--- src/rtl/nmr_comparator.sv ---
// N-modular-redundant equality comparator.
// COPIES independent WIDTH-bit comparators are majority-voted into a registered result.
// A persistence FSM tells transient copy disagreements apart from permanent faults.
// eq_vec is the force point used by the fault-injection fabric.

// One redundant comparator copy. It is kept as its own hierarchy so the copies are not merged.
module nmr_eq_copy #(
   parameter int WIDTH = 8
) (
   input  logic [WIDTH-1:0] a_i,
   input  logic [WIDTH-1:0] b_i,
   output logic             eq_o
);

   assign eq_o = (a_i == b_i);

endmodule

module nmr_comparator #(
   parameter int WIDTH     = 8,
   parameter int COPIES    = 3,
   parameter int PERSIST   = 2,
   parameter int ERR_CNT_W = 8
) (
   input  logic                 clk,
   input  logic                 rst,
   input  logic                 in_valid,
   input  logic [WIDTH-1:0]     A,
   input  logic [WIDTH-1:0]     B,
   input  logic                 clear_err,
   output logic                 out_valid,
   output logic                 A_EQ_B,
   output logic                 error,
   output logic                 fault,
   output logic [ERR_CNT_W-1:0] err_count
);

   localparam int VOTE_W = $clog2(COPIES + 1);
   localparam int RUN_W  = (PERSIST > 1) ? $clog2(PERSIST + 1) : 1;

   // A tie on an even COPIES count does not exceed HALF, so it votes "not equal".
   localparam logic [VOTE_W-1:0]    HALF      = VOTE_W'(COPIES / 2);
   localparam logic [VOTE_W-1:0]    ALL_VOTES = VOTE_W'(COPIES);
   localparam logic [RUN_W-1:0]     RUN_LIMIT = RUN_W'(PERSIST);
   localparam logic [RUN_W-1:0]     RUN_ONE   = RUN_W'(1);
   localparam logic [ERR_CNT_W-1:0] CNT_MAX   = {ERR_CNT_W{1'b1}};
   localparam logic [ERR_CNT_W-1:0] CNT_ONE   = ERR_CNT_W'(1);

   typedef enum logic [1:0] {
      ST_OK      = 2'd0,
      ST_SUSPECT = 2'd1,
      ST_FAULT   = 2'd2
   } state_e;

   // Number of copies reporting equality.
   function automatic logic [VOTE_W-1:0] popcount(input logic [COPIES-1:0] v);
      logic [VOTE_W-1:0] n;
      n = {VOTE_W{1'b0}};
      for (int i = 0; i < COPIES; i++) begin
         n = n + VOTE_W'(v[i]);
      end
      return n;
   endfunction

   (* keep = "true" *) logic [COPIES-1:0] eq_vec;

   for (genvar g = 0; g < COPIES; g++) begin : g_copy
      (* keep_hierarchy = "yes", dont_touch = "true" *)
      nmr_eq_copy #(.WIDTH(WIDTH)) u_copy (
         .a_i  (A),
         .b_i  (B),
         .eq_o (eq_vec[g])
      );
   end

   logic [VOTE_W-1:0]    votes_s;
   logic                 voted_eq_s;
   logic                 disagree_s;

   state_e               state_q, state_d;
   logic [RUN_W-1:0]     run_q, run_d;
   logic [ERR_CNT_W-1:0] err_count_q, err_count_d;
   logic                 out_valid_q, out_valid_d;
   logic                 a_eq_b_q, a_eq_b_d;
   logic                 error_q, error_d;
   logic                 fault_q, fault_d;

   // Majority vote and disagreement detection over the copy outputs.
   always_comb begin
      votes_s    = popcount(eq_vec);
      voted_eq_s = (votes_s > HALF);
      disagree_s = (votes_s != {VOTE_W{1'b0}}) && (votes_s != ALL_VOTES);
   end

   // Next-state for result registers, disagreement counter and persistence FSM.
   always_comb begin
      state_d     = state_q;
      run_d       = run_q;
      err_count_d = err_count_q;
      out_valid_d = in_valid;
      a_eq_b_d    = a_eq_b_q;
      error_d     = error_q;

      // The compare result is always reported, even when clear_err wipes the history.
      if (in_valid) begin
         a_eq_b_d = voted_eq_s;
         error_d  = disagree_s;
      end else begin
         a_eq_b_d = a_eq_b_q;
         error_d  = error_q;
      end

      if (clear_err) begin
         state_d     = ST_OK;
         run_d       = {RUN_W{1'b0}};
         err_count_d = {ERR_CNT_W{1'b0}};
      end else if (in_valid) begin
         if (disagree_s && (err_count_q != CNT_MAX)) begin
            err_count_d = err_count_q + CNT_ONE;
         end else begin
            err_count_d = err_count_q;
         end

         case (state_q)
            ST_OK: begin
               if (disagree_s) begin
                  if (PERSIST == 1) begin
                     state_d = ST_FAULT;
                     run_d   = {RUN_W{1'b0}};
                  end else begin
                     state_d = ST_SUSPECT;
                     run_d   = RUN_ONE;
                  end
               end else begin
                  state_d = ST_OK;
                  run_d   = {RUN_W{1'b0}};
               end
            end
            ST_SUSPECT: begin
               if (disagree_s) begin
                  if ((run_q + RUN_ONE) >= RUN_LIMIT) begin
                     state_d = ST_FAULT;
                     run_d   = {RUN_W{1'b0}};
                  end else begin
                     state_d = ST_SUSPECT;
                     run_d   = run_q + RUN_ONE;
                  end
               end else begin
                  state_d = ST_OK;
                  run_d   = {RUN_W{1'b0}};
               end
            end
            ST_FAULT: begin
               state_d = ST_FAULT;
               run_d   = {RUN_W{1'b0}};
            end
            default: begin
               state_d = ST_OK;
               run_d   = {RUN_W{1'b0}};
            end
         endcase
      end else begin
         state_d     = state_q;
         run_d       = run_q;
         err_count_d = err_count_q;
      end

      fault_d = (state_d == ST_FAULT);
   end

   // State and output registers with synchronous reset.
   always_ff @(posedge clk) begin
      if (rst) begin
         state_q     <= ST_OK;
         run_q       <= {RUN_W{1'b0}};
         err_count_q <= {ERR_CNT_W{1'b0}};
         out_valid_q <= 1'b0;
         a_eq_b_q    <= 1'b0;
         error_q     <= 1'b0;
         fault_q     <= 1'b0;
      end else begin
         state_q     <= state_d;
         run_q       <= run_d;
         err_count_q <= err_count_d;
         out_valid_q <= out_valid_d;
         a_eq_b_q    <= a_eq_b_d;
         error_q     <= error_d;
         fault_q     <= fault_d;
      end
   end

   assign out_valid = out_valid_q;
   assign A_EQ_B    = a_eq_b_q;
   assign error     = error_q;
   assign fault     = fault_q;
   assign err_count = err_count_q;

endmodule
--- config.mk ---
export PLATFORM = sky130hd
export DESIGN_NAME = nmr_comparator
export DESIGN_NICKNAME = d
export VERILOG_FILES = /design/src/rtl/nmr_comparator.sv
export SDC_FILE = /design/constraint.sdc
export NUM_CORES = 1
export LEC_CHECK = 0
export CORE_UTILIZATION = 42
export CTS_CLUSTER_SIZE = 16
export DETAILED_ROUTE_END_ITERATION = 10
export HOLD_SLACK_MARGIN = 0.15
export PLACE_DENSITY = 0.87
export SYNTH_ARGS = -nofsm -noshare
export SYNTH_HDL_FRONTEND = slang
export SYNTH_SLANG_ARGS = --single-unit
--- constraint.sdc ---
create_clock -name clk -period 3.1 [get_ports clk]
set_input_delay 0.93 -clock clk [delete_from_list [all_inputs] [get_ports clk]]
set_output_delay 0.93 -clock clk [all_outputs]
set_load 0.02 [all_outputs]
==> impl_metrics.py, run 1 <==
metrics = {
    "timing": {
        "setup_viol": 0,
        "hold_viol_final": 0,
        "fin_setup_tns_ns": 0,
        "fin_crit_sh_pct": 93.9,
        "max-slew-margin-rel_pct": 71.0,
        "drv_slew": 0,
        "fin_crit_ns": 2.91,
        "fmax_mhz": 343,
        "rsz0062_at_grt": "false",
        "tightest_slew_ns": 0.433,
        "hold_ws_ns": 0.457,
        "clock_skew_ns": 0.00434,
        "worst_slack_ns": 0.188,
    },
    "grt": {
        "antenna_found_initial": 0,
        "grt_pass1_wl_um": 3730,
        "grt_pass1_vias": 943,
        "track_usage_pct": 18.8,
        "gr-total-overflow": 0,
        "grt_max_degree": 15,
    },
    "pwr": {
        "p_int_uw": 320,
        "combPwrFrac_pct": 18.2,
        "p_sw_share_pct": 24.6,
        "power_frac_seq_pct": 49.1,
        "p_leak_nw": 0.462,
        "powerDensity_mw_per_mm2": 310,
        "ir_drop_mv": 0.378,
        "p_clk_share_pct": 32.7,
        "p_sw_uw": 105,
    },
    "critical_path": {
        "cpMostUsedCell": "inv_1",
        "cp.arrival_ns": 3.13,
        "crit_buf_inv": 3,
        "r2r_start": "err_count[0]$_SDFFE_PP0P_",
        "crit_type": "in -> reg",
        "worstSetupStartpointType": "input port",
        "crit_path_end_kind": "flop",
        "cp_slowest_cell": "fa_1",
        "critPathLaunch": "B[1]",
        "crit_path_max_fanout": 4,
        "crit_chain": "clkbuf_2, xnor2_2, nand4_1, nor2_1, inv_1, fa_1, inv_1, ha_4, nor2b_4, o21ai_4, or4_1, a21oi_1",
        "cp.required_ns": 3.31,
        "max_stage_delay_ns": 0.50,
        "cp_top_family": "simple AND/OR/NAND/NOR gates",
    },
    "placement": {
        "dp_cells": 177,
        "portBuffers": 31,
        "post-place-ws_ns": -0.600,
        "place_hpwl_um": 1660,
        "gp_congestion": 0.724,
    },
    "job": {
        "cap_violations": 0,
    },
    "detailed_routing": {
        "vias": 913,
        "first_pass_iters": 4,
        "via_per_inst": 5.04,
        "drc": 0,
        "wl_per_cell_um": 11.6,
        "first_iter_violations": 10,
        "wirelength_um": 2100,
        "antenna_left": 0,
    },
    "floorplan": {
        "initial_core_util_pct": 45.3,
        "num_io_pins": 32,
        "die_area_mm2": 0.00261,
        "core_region_area_mm2": 0.00223,
        "die_h_um": 51.1,
        "die_w_um": 51.1,
        "rows": 17,
    },
    "synth": {
        "ys_types": 28,
        "syn_area_mm2": 0.00101,
        "ys_warn_count": 0,
        "synthesis.nets": 140,
        "synth-main-ff-cell": "dfxtp_1",
        "syn_area_per_cell_um2": 8.73,
        "syn_inst": 116,
        "synth_edf_count": 0,
        "synth_seq_cells": 16,
        "async_flop_share_pct": 0,
        "ys_seq_area_share_pct": 31.6,
    },
    "clock_tree": {
        "clk_pin_slew_ns": 0.10,
        "cts_tree": "built",
        "cts_max_path_buffers": 2,
        "cts_made_buffers": 3,
        "clock_latency_ns": 0.29,
        "htreeDepth": 1,
        "cts-root-buf": "clkbuf_4",
        "cts_setup_buffers": 0,
        "clock_sinks": 16,
    },
    "cells_and_area": {
        "final_nets": 178,
        "stdcell_count": 181,
        "area_growth_pct": 35.5,
        "antenna_cells": 0,
        "drive_above_1_share_pct": 20.9,
        "n_fill_cell": 212,
        "postLayoutCoreUtil_pct": 61.4,
    },
    "outcome": {
        "status": "finished clean",
    },
    "worst_hold_path": {
        "hp-start": "run_q[1]$_SDFFE_PP0P_",
        "hold_path.class": "reg -> reg",
    },
}
==> worst paths after layout <==
kind | to | depth (start not counted) | slack (ns)
min | run_q[1]$_SDFFE_PP0P_ | 2 | 0.46
max | err_count[6]$_SDFFE_PP0P_ | 12 | 0.19
min reg2reg | run_q[1]$_SDFFE_PP0P_ | 2 | 0.46
max reg2reg | err_count[3]$_SDFFE_PP0P_ | 6 | 1.56
==> layout by cell type, fill, tap and decap left out, types with 2 or more instances in the layout <==
| cell | instances |
|---|---|
| a211oi_1 | 2 |
| a21oi_1 | 7 |
| buf_4 | 4 |
| clkbuf_2 | 16 |
| clkbuf_4 | 3 |
| clkdlybuf4s50_1 | 15 |
| dfxtp_1 | 16 |
| ha_1 | 2 |
| inv_1 | 7 |
| nand2_1 | 6 |
| nand2b_1 | 4 |
| nand3_1 | 4 |
| nand4_1 | 9 |
| nor2_1 | 11 |
| o21ai_0 | 2 |
| or3_1 | 2 |
| xnor2_1 | 23 |
| xnor2_2 | 2 |
| xor2_1 | 3 |
==> area by class of cell <==
cell class	count	area, µm²	share of cell area (%)
multi-input combinational	91	693	50.5
inverter	7	26.3	1.92
timing repair buffer	35	260	19.0
tap	28	35.0	2.55
clock buffer	4	36.3	2.65
sequential	16	320	23.4
==> layer usage <==
metal	wire [µm]	global-route usage [%]
met2	1050	35.1
met5	0	0
met3	95	4.46
met4	17	4.17
met1	940	21.4
==> Yosys cell counts (2+ instances only) <==
cell type  instances  area, µm²
xnor2_1           25        219
dfxtp_1           16        320
nor2_1            11       41.3
nand4_1            9       56.3
a21oi_1            7       35.0
inv_1              7       26.3
nand2_1            6       22.5
nand2b_1           4       25.0
nand3_1            4       20.0
ha_1               3       37.5
xor2_1             3       26.3
a211oi_1           2       15.0
clkbuf_1           2       7.51
o21ai_0            2       10.0
or3_1              2       12.5
==> power by group through the flow <==
| stage | logic [mW] | clock network [mW] | registers, mW |
|---|---|---|---|
| finish | 0.0774 | 0.139 | 0.209 |
| global route | 0.0844 | 0.149 | 0.209 |
| CTS | 0.0784 | 0.142 | 0.209 |
| detailed placement | 0.0851 | 0 | 0.213 |
| global placement | 0.0817 | 0 | 0.213 |
| floorplan | 0.0387 | 0 | 0.216 |
==> metrics by stage <==
step | area [µm²] | power [mW]
finish | 1370 | 0.425
global route | 1370 | 0.442
CTS | 1410 | 0.429
detailed placement | 1380 | 0.298
global placement | 1380 | 0.295
floorplan | 1010 | 0.254
==> flip-flops by register name, summed over array words and instances (netlist names) <==
register / flops
out_valid: 1
A_EQ_B: 1
error: 1
err_count: 8
fault: 1
run_q: 2
state_q: 2
==> cells by family after synthesis <==
kind of cell / synth area share (%)
and+or+nand+nor: 23.1
xor gates and xnor gates: 24.2
DFF: 31.6
AOI/OAI and AO/OA: 11.0
buffers and inverters: 3.34
adders and majority gates: 5.69
muxes: 0.989
==> worst reg2reg max path, cell delays in order, from the launching register on <==
cell	delay [ns]
dfxtp_1	0.39
ha_1	0.23
nand3_1	0.17
o211ai_1	0.28
buf_4	0.17
xor2_1	0.15
nor2_1	0.05
==> repair_timing <==
action / in CTS / in global routing
hold buffers: 0 / 0
setup endpoints to repair: 12 / 6
pin swaps: 2 / 19
resized for setup: 17 / 35
Note: power is estimated with default switching activity, not from simulation.
==> inputs of run 2 (changes only) <==
--- a/config.mk
+++ b/config.mk
@@ -10,6 +10,7 @@
 export DETAILED_ROUTE_END_ITERATION = 10
 export HOLD_SLACK_MARGIN = 0.15
 export PLACE_DENSITY = 0.87
+export SETUP_SLACK_MARGIN = 0.5
 export SYNTH_ARGS = -nofsm -noshare
 export SYNTH_HDL_FRONTEND = slang
 export SYNTH_SLANG_ARGS = --single-unit
==> run 2 against run 1 <==
Net effect: critical path type unchanged; die area did not move; worst setup slack got worse by 0.087 ns; core utilization rose by 15 points; cell count rose by 1.1%; sequential power barely moved; first-iteration DRC count rose by 100%; non-clock buffer count rose by 3; clock-buffer cell count fell by 1; wire length rose by 42%.
==> impl_metrics.py, run 2 (synthesis gave the netlist of run 1 again) <==
metrics = {
    "cells_and_area": {
        "final_nets": 181,
        "layout_common_cells": "xnor2_2, dfxtp_1, clkdlybuf4s50_1, buf_6, nor2_1",
        "drive_above_1_share_pct": 36.1,
        "layout_commonest_cell": "xnor2_2",
        "antenna_cells": 0,
        "largest_register_ffs": 8,
        "n_fill_cell": 144,
        "area_growth_pct": 67.7,
        "fin_area_mm2": 0.00170,
    },
    "critical_path": {
        "crit_chain": "buf_6, xnor2_1, nand4_1, nor2_1, inv_1, fa_1, inv_2, ha_4, nor2b_4, o21ai_4, buf_6, or3_1, a21oi_1",
        "cp.required_ns": 3.32,
        "crit_type": "in -> reg",
        "cpMostUsedCell": "buf_6",
        "worstSetupStartpointType": "input port",
        "cp_slowest_cell": "fa_1",
        "crit_path_end_kind": "flop",
        "max_stage_delay_ns": 0.56,
        "crit_path_max_fanout": 3,
        "cp.arrival_ns": 3.22,
    },
    "placement": {
        "portBuffers": 31,
        "place_hpwl_um": 1650,
        "gp_congestion": 0.754,
        "post-place-ws_ns": -0.494,
        "dpl_cell_area_mm2": 0.00142,
    },
    "clock_tree": {
        "cts_max_path_buffers": 2,
        "cts_tree": "built",
        "cts-root-buf": "clkbuf_4",
        "htreeDepth": 1,
        "cts_made_buffers": 3,
        "clk_pin_slew_ns": 0.09,
        "cts_hold_buffers": 0,
        "clock_latency_ns": 0.29,
        "clock_sinks": 16,
    },
    "pwr": {
        "p_clk_share_pct": 24.7,
        "power_frac_seq_pct": 46.0,
        "p_leak_nw": 0.627,
        "p_sw_uw": 121,
        "ir_drop_mv": 0.238,
        "powerDensity_mw_per_mm2": 267,
        "p_int_uw": 332,
        "combPwrFrac_pct": 29.3,
        "p_sw_share_pct": 26.8,
    },
    "floorplan": {
        "rows": 17,
        "die_area_mm2": 0.00261,
        "core_region_area_mm2": 0.00223,
        "die_h_um": 51.1,
        "initial_core_util_pct": 45.3,
        "die_w_um": 51.1,
        "num_io_pins": 32,
    },
    "detailed_routing": {
        "wl_per_cell_um": 16.3,
        "via_per_inst": 5.43,
        "drc": 0,
        "first_pass_iters": 4,
        "first_iter_violations": 20,
        "wirelength_um": 2980,
        "antenna_left": 0,
        "vias": 994,
    },
    "grt": {
        "grt_max_degree": 15,
        "antenna_found_initial": 0,
        "grt_pass1_vias": 979,
        "gr-total-overflow": 0,
        "track_usage_pct": 22.8,
        "grt_pass1_wl_um": 4350,
    },
    "timing": {
        "clock_skew_ns": 0.00137,
        "hold_viol_final": 0,
        "drv_slew": 0,
        "rsz0062_at_grt": "true",
        "max-slew-margin-rel_pct": 65.9,
        "fin_crit_ns": 3.00,
        "setup_viol": 0,
        "hold_ws_ns": 0.461,
        "fin_crit_sh_pct": 96.7,
        "tightest_slew_ns": 0.510,
        "worst_slack_ns": 0.101,
        "fmax_mhz": 333,
    },
    "worst_hold_path": {
        "hold_path.class": "reg -> reg",
    },
    "job": {
        "cap_violations": 0,
    },
    "outcome": {
        "status": "finished clean",
    },
}
## run 2: worst paths after layout
| check | start | endpoint | slack [ns] | cells past startpoint |
|---|---|---|---|---|
| worst min-delay path | run_q[1]$_SDFFE_PP0P_ | run_q[1]$_SDFFE_PP0P_ | 0.46 | 2 |
| worst max register to register | err_count[0]$_SDFFE_PP0P_ | err_count[0]$_SDFFE_PP0P_ | 1.55 | 7 |
| worst max-delay path | B[3] | err_count[2]$_SDFFE_PP0P_ | 0.10 | 13 |
| worst min register to register | run_q[1]$_SDFFE_PP0P_ | run_q[1]$_SDFFE_PP0P_ | 0.46 | 2 |
## run 2: worst max-delay path: cells and delay by family
| kind | cells | cell delay [ns] |
|---|---|---|
| and+or+nand+nor | 4 | 0.72 |
| xor gates and xnor gates | 1 | 0.18 |
| buffers and inverters | 4 | 0.35 |
| adders and majority gates | 2 | 0.78 |
| AOI/OAI and AO/OA | 2 | 0.24 |
## run 2: metrics by stage
step | util (%) | total power [mW] | setup TNS, ns | instances
after global routing | 76.0 | 0.471 | 0 | 183
after floorplan | - | 0.257 | 0 | 116
after global placement | 63.4 | 0.300 | -3.62 | 176
after detailed placement | 63.4 | 0.303 | -4.34 | 176
final | 76.0 | 0.453 | 0 | 183
after CTS | 68.7 | 0.422 | 0 | 182
## run 2: power groups by stage
| stage | sequential (mW) | combinational, mW | clock, mW |
|---|---|---|---|
| final | 0.209 | 0.133 | 0.112 |
| after global routing | 0.209 | 0.139 | 0.123 |
| after CTS | 0.208 | 0.103 | 0.111 |
| after detailed placement | 0.213 | 0.0892 | 0 |
| after global placement | 0.213 | 0.0867 | 0 |
| after floorplan | 0.216 | 0.0417 | 0 |
## run 2: layout make-up
type	count	area [µm²]	share of cell area [%]
clock buffer	3	22.5	1.33
sequential	16	320	18.9
inverter	7	26.3	1.55
multi-input combinational	91	873	51.4
tap	28	35.0	2.06
timing repair buffer	38	420	24.8
## run 2: what timing repair did
| action | in CTS | in global routing |
|---|---|---|
| gates cloned | 0 | 0 |
| endpoints found under the setup margin | 13 | 13 |
| setup buffers | 3 | 1 |
| resized for setup | 99 | 33 |
| pin swaps | 25 | 13 |
| endpoints found under the hold margin | 0 | 0 |
## run 2: metal layers
metal	routed length (µm)	vias to the layer above	global-route usage (%)
met5	0	-	0
met4	84	0	12.0
met3	136	8	5.36
met2	1560	24	39.5
met1	1200	484	25.7
li1	-	478	-
==> inputs of run 3 (changes only) <==
--- a/config.mk
+++ b/config.mk
@@ -6,6 +6,7 @@
 export NUM_CORES = 1
 export LEC_CHECK = 0
 export CORE_UTILIZATION = 42
+export CTS_CLUSTER_DIAMETER = 30
 export CTS_CLUSTER_SIZE = 16
 export DETAILED_ROUTE_END_ITERATION = 10
 export HOLD_SLACK_MARGIN = 0.15
==> results of run 3 <==
Same layout as run 2: the final DEF is identical, and so are final timing and power.
